## src/rtl/cnn_pkg.sv

```systemverilog
// Shared CNN datapath parameters, feature-value type and pooling FSM state encoding.
package cnn_pkg;

  localparam int unsigned DATA_W   = 16;
  localparam int unsigned IMG_W    = 8;
  localparam int unsigned CHANNELS = 12;
  localparam int unsigned P2_W     = IMG_W / 2;
  localparam int unsigned C2_AW    = 6;
  localparam int unsigned P2_AW    = 4;
  localparam int unsigned CH_W     = 4;
  localparam int unsigned TAP_W    = 2;

  typedef logic signed [DATA_W-1:0] data_t;

  typedef enum logic [2:0] {
    IDLE = 3'd0,
    RD   = 3'd1,
    LAST = 3'd2,
    WR   = 3'd3,
    DONE = 3'd4
  } pool_state_e;

endpackage

```

## src/rtl/p2_pool_write_if.sv

```systemverilog
// Conv-2 read port and P2 write port of the pooling-2 stage.
interface p2_pool_write_if import cnn_pkg::*; ();

  logic              c2_rd_en;
  logic [CH_W-1:0]   c2_ch;
  logic [C2_AW-1:0]  c2_addr;
  data_t             c2_data;
  logic              p2_we;
  logic [CH_W-1:0]   p2_ch;
  logic [P2_AW-1:0]  p2_addr;
  data_t             p2_wdata;

  modport master (
    output c2_rd_en, c2_ch, c2_addr, p2_we, p2_ch, p2_addr, p2_wdata,
    input  c2_data
  );

  modport slave (
    input  c2_rd_en, c2_ch, c2_addr, p2_we, p2_ch, p2_addr, p2_wdata,
    output c2_data
  );

endinterface

```

## src/rtl/p2_pool_write_max_acc.sv

```systemverilog
// Signed running maximum: load replaces, update keeps the current value on ties.
module pool_max_acc import cnn_pkg::*; (
  input  logic  clk,
  input  logic  reset,
  input  logic  load_i,
  input  logic  upd_i,
  input  data_t din_i,
  output data_t max_nxt_c
);

  data_t max_q;
  data_t max_d;

  always_comb begin
    max_d = max_q;
    if (load_i) begin
      max_d = din_i;
    end else if (upd_i && (din_i > max_q)) begin
      max_d = din_i;
    end
  end

  always_ff @(posedge clk or posedge reset) begin
    if (reset) begin
      max_q <= '0;
    end else begin
      max_q <= max_d;
    end
  end

  assign max_nxt_c = max_d;

endmodule

```

## src/rtl/p2_pool_write.sv

```systemverilog
// Pooling-2 stage: 2x2/stride-2 signed max-pool of 12 conv-2 maps (8x8) into P2 memory (4x4).
module p2_pool_write import cnn_pkg::*; (
  input  logic clk,
  input  logic reset,
  input  logic start,
  output logic busy,
  output logic done,
  p2_pool_write_if.master bus
);

  pool_state_e       state_q, state_d;
  logic [TAP_W-1:0]  tap_q, tap_d;
  logic [P2_AW-1:0]  pix_q, pix_d;
  logic [CH_W-1:0]   ch_q, ch_d;

  logic              c2_rd_en_q, c2_rd_en_d;
  logic [CH_W-1:0]   c2_ch_q, c2_ch_d;
  logic [C2_AW-1:0]  c2_addr_q, c2_addr_d;
  logic              p2_we_q, p2_we_d;
  logic [CH_W-1:0]   p2_ch_q, p2_ch_d;
  logic [P2_AW-1:0]  p2_addr_q, p2_addr_d;
  data_t             p2_wdata_q, p2_wdata_d;
  logic              busy_q, busy_d;
  logic              done_q, done_d;

  logic              acc_load;
  logic              acc_upd;
  data_t             max_nxt;

  // Read data lags its strobe by one cycle: tap0 lands in RD/tap1, tap3 lands in LAST.
  assign acc_load = (state_q == RD) && (tap_q == 2'd1);
  assign acc_upd  = ((state_q == RD) && (tap_q >= 2'd2)) || (state_q == LAST);

  pool_max_acc u_max_acc (
    .clk       (clk),
    .reset     (reset),
    .load_i    (acc_load),
    .upd_i     (acc_upd),
    .din_i     (bus.c2_data),
    .max_nxt_c (max_nxt)
  );

  always_comb begin
    state_d = state_q;
    tap_d   = tap_q;
    pix_d   = pix_q;
    ch_d    = ch_q;

    unique case (state_q)
      IDLE, DONE: begin
        if (start) begin
          state_d = RD;
          tap_d   = '0;
          pix_d   = '0;
          ch_d    = '0;
        end
      end
      RD: begin
        tap_d = tap_q + 2'd1;
        if (tap_q == 2'd3) begin
          state_d = LAST;
        end
      end
      LAST: state_d = WR;
      WR: begin
        pix_d   = pix_q + 4'd1;
        state_d = RD;
        if (pix_q == 4'd15) begin
          if (ch_q == CH_W'(CHANNELS - 1)) begin
            state_d = DONE;
            ch_d    = '0;
          end else begin
            ch_d = ch_q + 4'd1;
          end
        end
      end
      default: state_d = IDLE;
    endcase

    // Outputs are registered, so they are decoded from the next-state values.
    c2_rd_en_d = (state_d == RD);
    c2_ch_d    = c2_rd_en_d ? ch_d : '0;
    c2_addr_d  = c2_rd_en_d ? {pix_d[3:2], tap_d[1], pix_d[1:0], tap_d[0]} : '0;
    p2_we_d    = (state_d == WR);
    p2_ch_d    = p2_we_d ? ch_d : '0;
    p2_addr_d  = p2_we_d ? pix_d : '0;
    p2_wdata_d = p2_we_d ? max_nxt : '0;
    busy_d     = (state_d == RD) || (state_d == LAST) || (state_d == WR);
    done_d     = (state_d == DONE);
  end

  always_ff @(posedge clk or posedge reset) begin
    if (reset) begin
      state_q    <= IDLE;
      tap_q      <= '0;
      pix_q      <= '0;
      ch_q       <= '0;
      c2_rd_en_q <= 1'b0;
      c2_ch_q    <= '0;
      c2_addr_q  <= '0;
      p2_we_q    <= 1'b0;
      p2_ch_q    <= '0;
      p2_addr_q  <= '0;
      p2_wdata_q <= '0;
      busy_q     <= 1'b0;
      done_q     <= 1'b0;
    end else begin
      state_q    <= state_d;
      tap_q      <= tap_d;
      pix_q      <= pix_d;
      ch_q       <= ch_d;
      c2_rd_en_q <= c2_rd_en_d;
      c2_ch_q    <= c2_ch_d;
      c2_addr_q  <= c2_addr_d;
      p2_we_q    <= p2_we_d;
      p2_ch_q    <= p2_ch_d;
      p2_addr_q  <= p2_addr_d;
      p2_wdata_q <= p2_wdata_d;
      busy_q     <= busy_d;
      done_q     <= done_d;
    end
  end

  assign bus.c2_rd_en = c2_rd_en_q;
  assign bus.c2_ch    = c2_ch_q;
  assign bus.c2_addr  = c2_addr_q;
  assign bus.p2_we    = p2_we_q;
  assign bus.p2_ch    = p2_ch_q;
  assign bus.p2_addr  = p2_addr_q;
  assign bus.p2_wdata = p2_wdata_q;
  assign busy         = busy_q;
  assign done         = done_q;

endmodule

```

## src/flat_wrapper.sv

```systemverilog
// flat-port wrapper written by rule: the top's interface ports become plain ports
module p2_pool_write_flat import cnn_pkg::*;
  (clk, reset, start, busy, done, bus_c2_rd_en, bus_c2_ch, bus_c2_addr, bus_p2_we, bus_p2_ch, bus_p2_addr, bus_p2_wdata, bus_c2_data);
  p2_pool_write_if bus_i ();
  input  logic clk;
  input  logic reset;
  input  logic start;
  output logic busy;
  output logic done;
  output wire logic [$bits(bus_i.c2_rd_en)-1:0] bus_c2_rd_en;
  output wire logic [$bits(bus_i.c2_ch)-1:0] bus_c2_ch;
  output wire logic [$bits(bus_i.c2_addr)-1:0] bus_c2_addr;
  output wire logic [$bits(bus_i.p2_we)-1:0] bus_p2_we;
  output wire logic [$bits(bus_i.p2_ch)-1:0] bus_p2_ch;
  output wire logic [$bits(bus_i.p2_addr)-1:0] bus_p2_addr;
  output wire logic [$bits(bus_i.p2_wdata)-1:0] bus_p2_wdata;
  input wire logic [$bits(bus_i.c2_data)-1:0] bus_c2_data;
  assign bus_c2_rd_en = bus_i.c2_rd_en;
  assign bus_c2_ch = bus_i.c2_ch;
  assign bus_c2_addr = bus_i.c2_addr;
  assign bus_p2_we = bus_i.p2_we;
  assign bus_p2_ch = bus_i.p2_ch;
  assign bus_p2_addr = bus_i.p2_addr;
  assign bus_p2_wdata = bus_i.p2_wdata;
  assign bus_i.c2_data = bus_c2_data;
  p2_pool_write u_core (.clk(clk), .reset(reset), .start(start), .busy(busy), .done(done), .bus(bus_i));
endmodule
```

## config.mk

```make
export PLATFORM = sky130hd
export DESIGN_NAME = p2_pool_write_flat
export DESIGN_NICKNAME = d
export VERILOG_FILES = /design/src/rtl/cnn_pkg.sv /design/src/rtl/p2_pool_write_if.sv /design/src/rtl/p2_pool_write_max_acc.sv /design/src/rtl/p2_pool_write.sv /design/src/flat_wrapper.sv
export SDC_FILE = /design/constraint.sdc
export NUM_CORES = 1
export LEC_CHECK = 0
export ABC_AREA = 1
export CAP_MARGIN = 20
export CORE_ASPECT_RATIO = 0.6
export CORE_MARGIN = 10
export CORE_UTILIZATION = 30
export CTS_BUF_LIST = sky130_fd_sc_hd__clkbuf_16
export DETAILED_ROUTE_END_ITERATION = 12
export RECOVER_POWER = 50
export SKIP_LAST_GASP = 1
export SYNTH_ARGS = -nofsm -noshare
export SYNTH_HDL_FRONTEND = slang
export SYNTH_SLANG_ARGS = --single-unit
```

## constraint.sdc

```tcl
create_clock -name clk -period 2.2 [get_ports clk]
set_clock_uncertainty 0.1 [all_clocks]
set_input_delay 0.44 -clock clk [delete_from_list [all_inputs] [get_ports clk]]
set_output_delay 0.44 -clock clk [all_outputs]
set_load 0.05 [all_outputs]
```

==> run_results.csv <==
group,metric,value,unit
status,outcome,"finished clean",
finish,nets,477,
floorplan,io_pins,57,
global_route,grt_use_total,9.75,%
sta,clock.fmax,468,MHz
power_and_ir_drop,ir_worst_vdd,0.584,mV
route,routed_wirelength,7750,um
synthesis,ys_seq_area_share,52.0,%
worst_hold_path,hold_class,"primary input to flip-flop",
setup_path,critPathRequiredTime,2.36,ns
global_route,antenna_found_initial,0,
place,dp.cells,563,
sta,worst_pin_slew,0.903,ns
clocking,clock-sinks,67,
place,io_buffers,56,
clocking,clk-insertion-delay-late,0.33,ns
floorplan,start_util,30.6,%
synthesis,syn_area,0.00322,mm^2
synthesis,ys_top_cells_by_area,"dfrtp_1 52%, inv_1 10%, nand2_1 8.7%, ha_1 8.1%, nor2_1 4.4%",
synthesis,syn_nets,408,
setup_path,crit_arrival,2.29,ns
route,vias,2476,
finish,fin_cells,581,
synthesis,yosys_most_used_dff,"dfrtp_1",
sta,setup_slack,0.0650,ns
setup_path,crit_chain,"inv_1 > ha_4 > a21oi_1 > nand2_2 > a21oi_2 > nand2_1 > nand2_2 > nand3_4 > clkbuf_16 > nand3_1 > nand2_1 > nor2_1",
synthesis,synth_commonest_cells,"90 x inv_1, 75 x nand2_1, 67 x dfrtp_1, 38 x nor2_1, 21 x ha_1",
setup_path,slowest_delay,0.35,ns
synthesis,avgSynthCellArea,8.76,um^2
power_and_ir_drop,leakage,2.47,nW
floorplan,die_w,154,um
place,dp_hpwl,5290,um
job,cap_violations,0,
route,first_iter_violations,107,
power_and_ir_drop,total_power,5.89,mW
global_route,grt_max_degree,68,
power_and_ir_drop,power_density,1330,mW/mm^2
sta,timing.slew.headroom,39.8,%
setup_path,path_max_fanout,8,
clocking,cts_root_buf,"clkbuf_16",
floorplan,die_h,100,um
place,place_area,0.00396,mm^2
sta,min_period_over_period,97.0,%
clocking,cts_setup_buffers,0,
sta,drv_slew,0,
setup_path,critical-path-slowest-cell,"dfrtp_1",
global_route,grt_pass1_wl,12000,um
clocking,cts_buffers,9,
sta,setup_viol,0,
synthesis,ys_types,32,
synthesis,synth-seq-cells,67,
clocking,hold_buffers,0,
finish,antenna_cells,0,
setup_path,critPathKind,"flip-flop to flip-flop",
synthesis,ys_warn_count,0,
synthesis,synth_most_common_cell,"inv_1",
synthesis,yosys.area.top_type,"dfrtp_1",
clocking,cts_max_path_buffers,2,
synthesis,synth-edff-count,0,
floorplan,num_rows,29,
synthesis,postSynthCellCount,368,
route,final_antenna_net_count,0,
synthesis,async_reset_ff_share,100,%
clocking,htree_levels,3,
route,drc,0,
finish,utilization,42.2,%
route,first_pass_iters,4,
finish,syn2layout_area_growth,37.9,%
sta,fin_crit,2.14,ns
place,place.gp.congestion,0.802,
global_route,first_global_vias,2393,
global_route,overflow,0,
finish,drive_above_1_share,16.5,%
finish,design_area,0.00445,mm^2
floorplan,core_region_area,0.0105,mm^2
floorplan,dieArea,0.0154,mm^2
clocking,path_clk_slew,0.05,ns
setup_path,cp-end-kind,"flip-flop",
synthesis,yosysTopAreaCellShare,52.0,%
setup_path,r2r_slack,0.06,ns
sta,hold_viol_final,0,
clocking,cts_tree,"yes",
setup_path,cp_num_buf_inv,2,
place,place_ws,-0.370,ns
route,avgRoutedWirePerCell,13.3,um
setup_path,start_kind,"flip-flop",
setup_path,crit_family,"simple AND/OR/NAND/NOR gates",
route,avgViaCountPerCell,4.26,
## final cells by class
| type | instances | area [um^2] |
|---|---|---|
| fillers | 1021 | 6080 |
| flip-flops and latches | 67 | 1680 |
| multi-input cells | 203 | 1310 |
| repair buffers | 63 | 673 |
| inverters | 93 | 353 |
| clock buffers | 9 | 225 |
| well taps | 139 | 174 |
| clock inverters | 7 | 36.3 |
## flip-flops by register name, summed over array words and instances (netlist names)
signal / flops
u_core.u_max_acc.max_q: 16
u_core.busy: 1
u_core.tap_q: 2
u_core.state_q: 3
u_core.bus.c2_addr: 6
u_core.ch_q: 4
u_core.bus.c2_ch: 4
u_core.pix_q: 4
u_core.done: 1
u_core.bus.p2_ch: 4
u_core.bus.p2_wdata: 16
u_core.bus.p2_we: 1
u_core.bus.c2_rd_en: 1
u_core.bus.p2_addr: 4
## worst paths after layout
path / startpoint / depth (start not counted) / endpoint
max in group asynchronous: reset / 3 / u_core.bus.p2_wdata[14]$_DFF_PP0_
hold reg to reg: u_core.u_max_acc.max_q[9]$_DFF_PP0_ / 4 / u_core.u_max_acc.max_q[9]$_DFF_PP0_
hold / removal: bus_c2_data[0] / 5 / u_core.u_max_acc.max_q[0]$_DFF_PP0_
setup reg to reg: u_core.u_max_acc.max_q[11]$_DFF_PP0_ / 12 / u_core.bus.p2_wdata[5]$_DFF_PP0_
setup / recovery: u_core.u_max_acc.max_q[11]$_DFF_PP0_ / 12 / u_core.bus.p2_wdata[5]$_DFF_PP0_
min in group asynchronous: reset / 3 / u_core.u_max_acc.max_q[10]$_DFF_PP0_
## logic make-up after synthesis
logic type                 after synthesis  share of synthesized area (%)
adders and majority gates               21                           8.15
xor gates and xnor gates                 1                          0.272
buffers and inverters                   99                           13.0
AOI/OAI and AO/OA                       22                           4.15
DFF                                     67                           52.0
and+or+nand+nor                        158                           22.5
## where the power goes
part | total [mW] | internal, mW | switching, mW
Clock | 1.24 | 0.746 | 0.497
Combinational | 2.97 | 1.05 | 1.92
Sequential | 1.68 | 1.54 | 0.135
Total | 5.89 | 3.34 | 2.55
## metal layers
metal | track usage, % | up-vias | part of all wire, % | wire, um
met4 | 3.47 | 0 | 1.4 | 110
met3 | 4.74 | 9 | 6.6 | 515
met5 | 0 | - | 0 | 0
met2 | 13.9 | 44 | 44 | 3400
li1 | - | 1244 | - | -
met1 | 12.5 | 1179 | 48 | 3730
## cell usage in the layout (no fill, tap or decap), types with 2 or more instances in the layout
cell / count
inv_1: 87
a21oi_1: 6
dfrtp_1: 67
ha_4: 9
dlymetal6s2s_1: 16
clkinv_2: 4
a21oi_2: 3
nand4_1: 5
clkbuf_16: 10
nor2_1: 33
nand3_1: 19
inv_2: 6
ha_1: 12
clkdlybuf4s50_1: 37
clkbuf_1: 2
o21ai_0: 7
nand2_2: 15
nand2_1: 67
dlygate4sd3_1: 2
nor2_2: 6
nand3_2: 6
o211ai_1: 2
buf_4: 3
## metrics by stage
stage | setup TNS [ns] | hold slack, ns
global route | -0.595 | 0.376
finish | 0 | 0.362
global placement | -10.19 | 0.443
CTS | 0 | 0.467
detailed placement | -11.13 | 0.453
floorplan | 0 | 0.414
## what timing repair did
action | CTS | global route
setup endpoints to repair | 24 | 32
hold endpoints to repair | 0 | 0
resized for setup | 2 | 46
pin swaps | 1 | 23
cloned | 0 | 2
## worst reg2reg max path, delay by kind of cell, from the launching register on
kind | cells | cell delay, ns
and+or+nand+nor | 7 | 0.69
buffers and inverters | 2 | 0.35
adders and majority gates | 1 | 0.23
AOI/OAI and AO/OA | 2 | 0.35
DFF | 1 | 0.35
No activity file was read; power rests on OpenSTA's default activity.
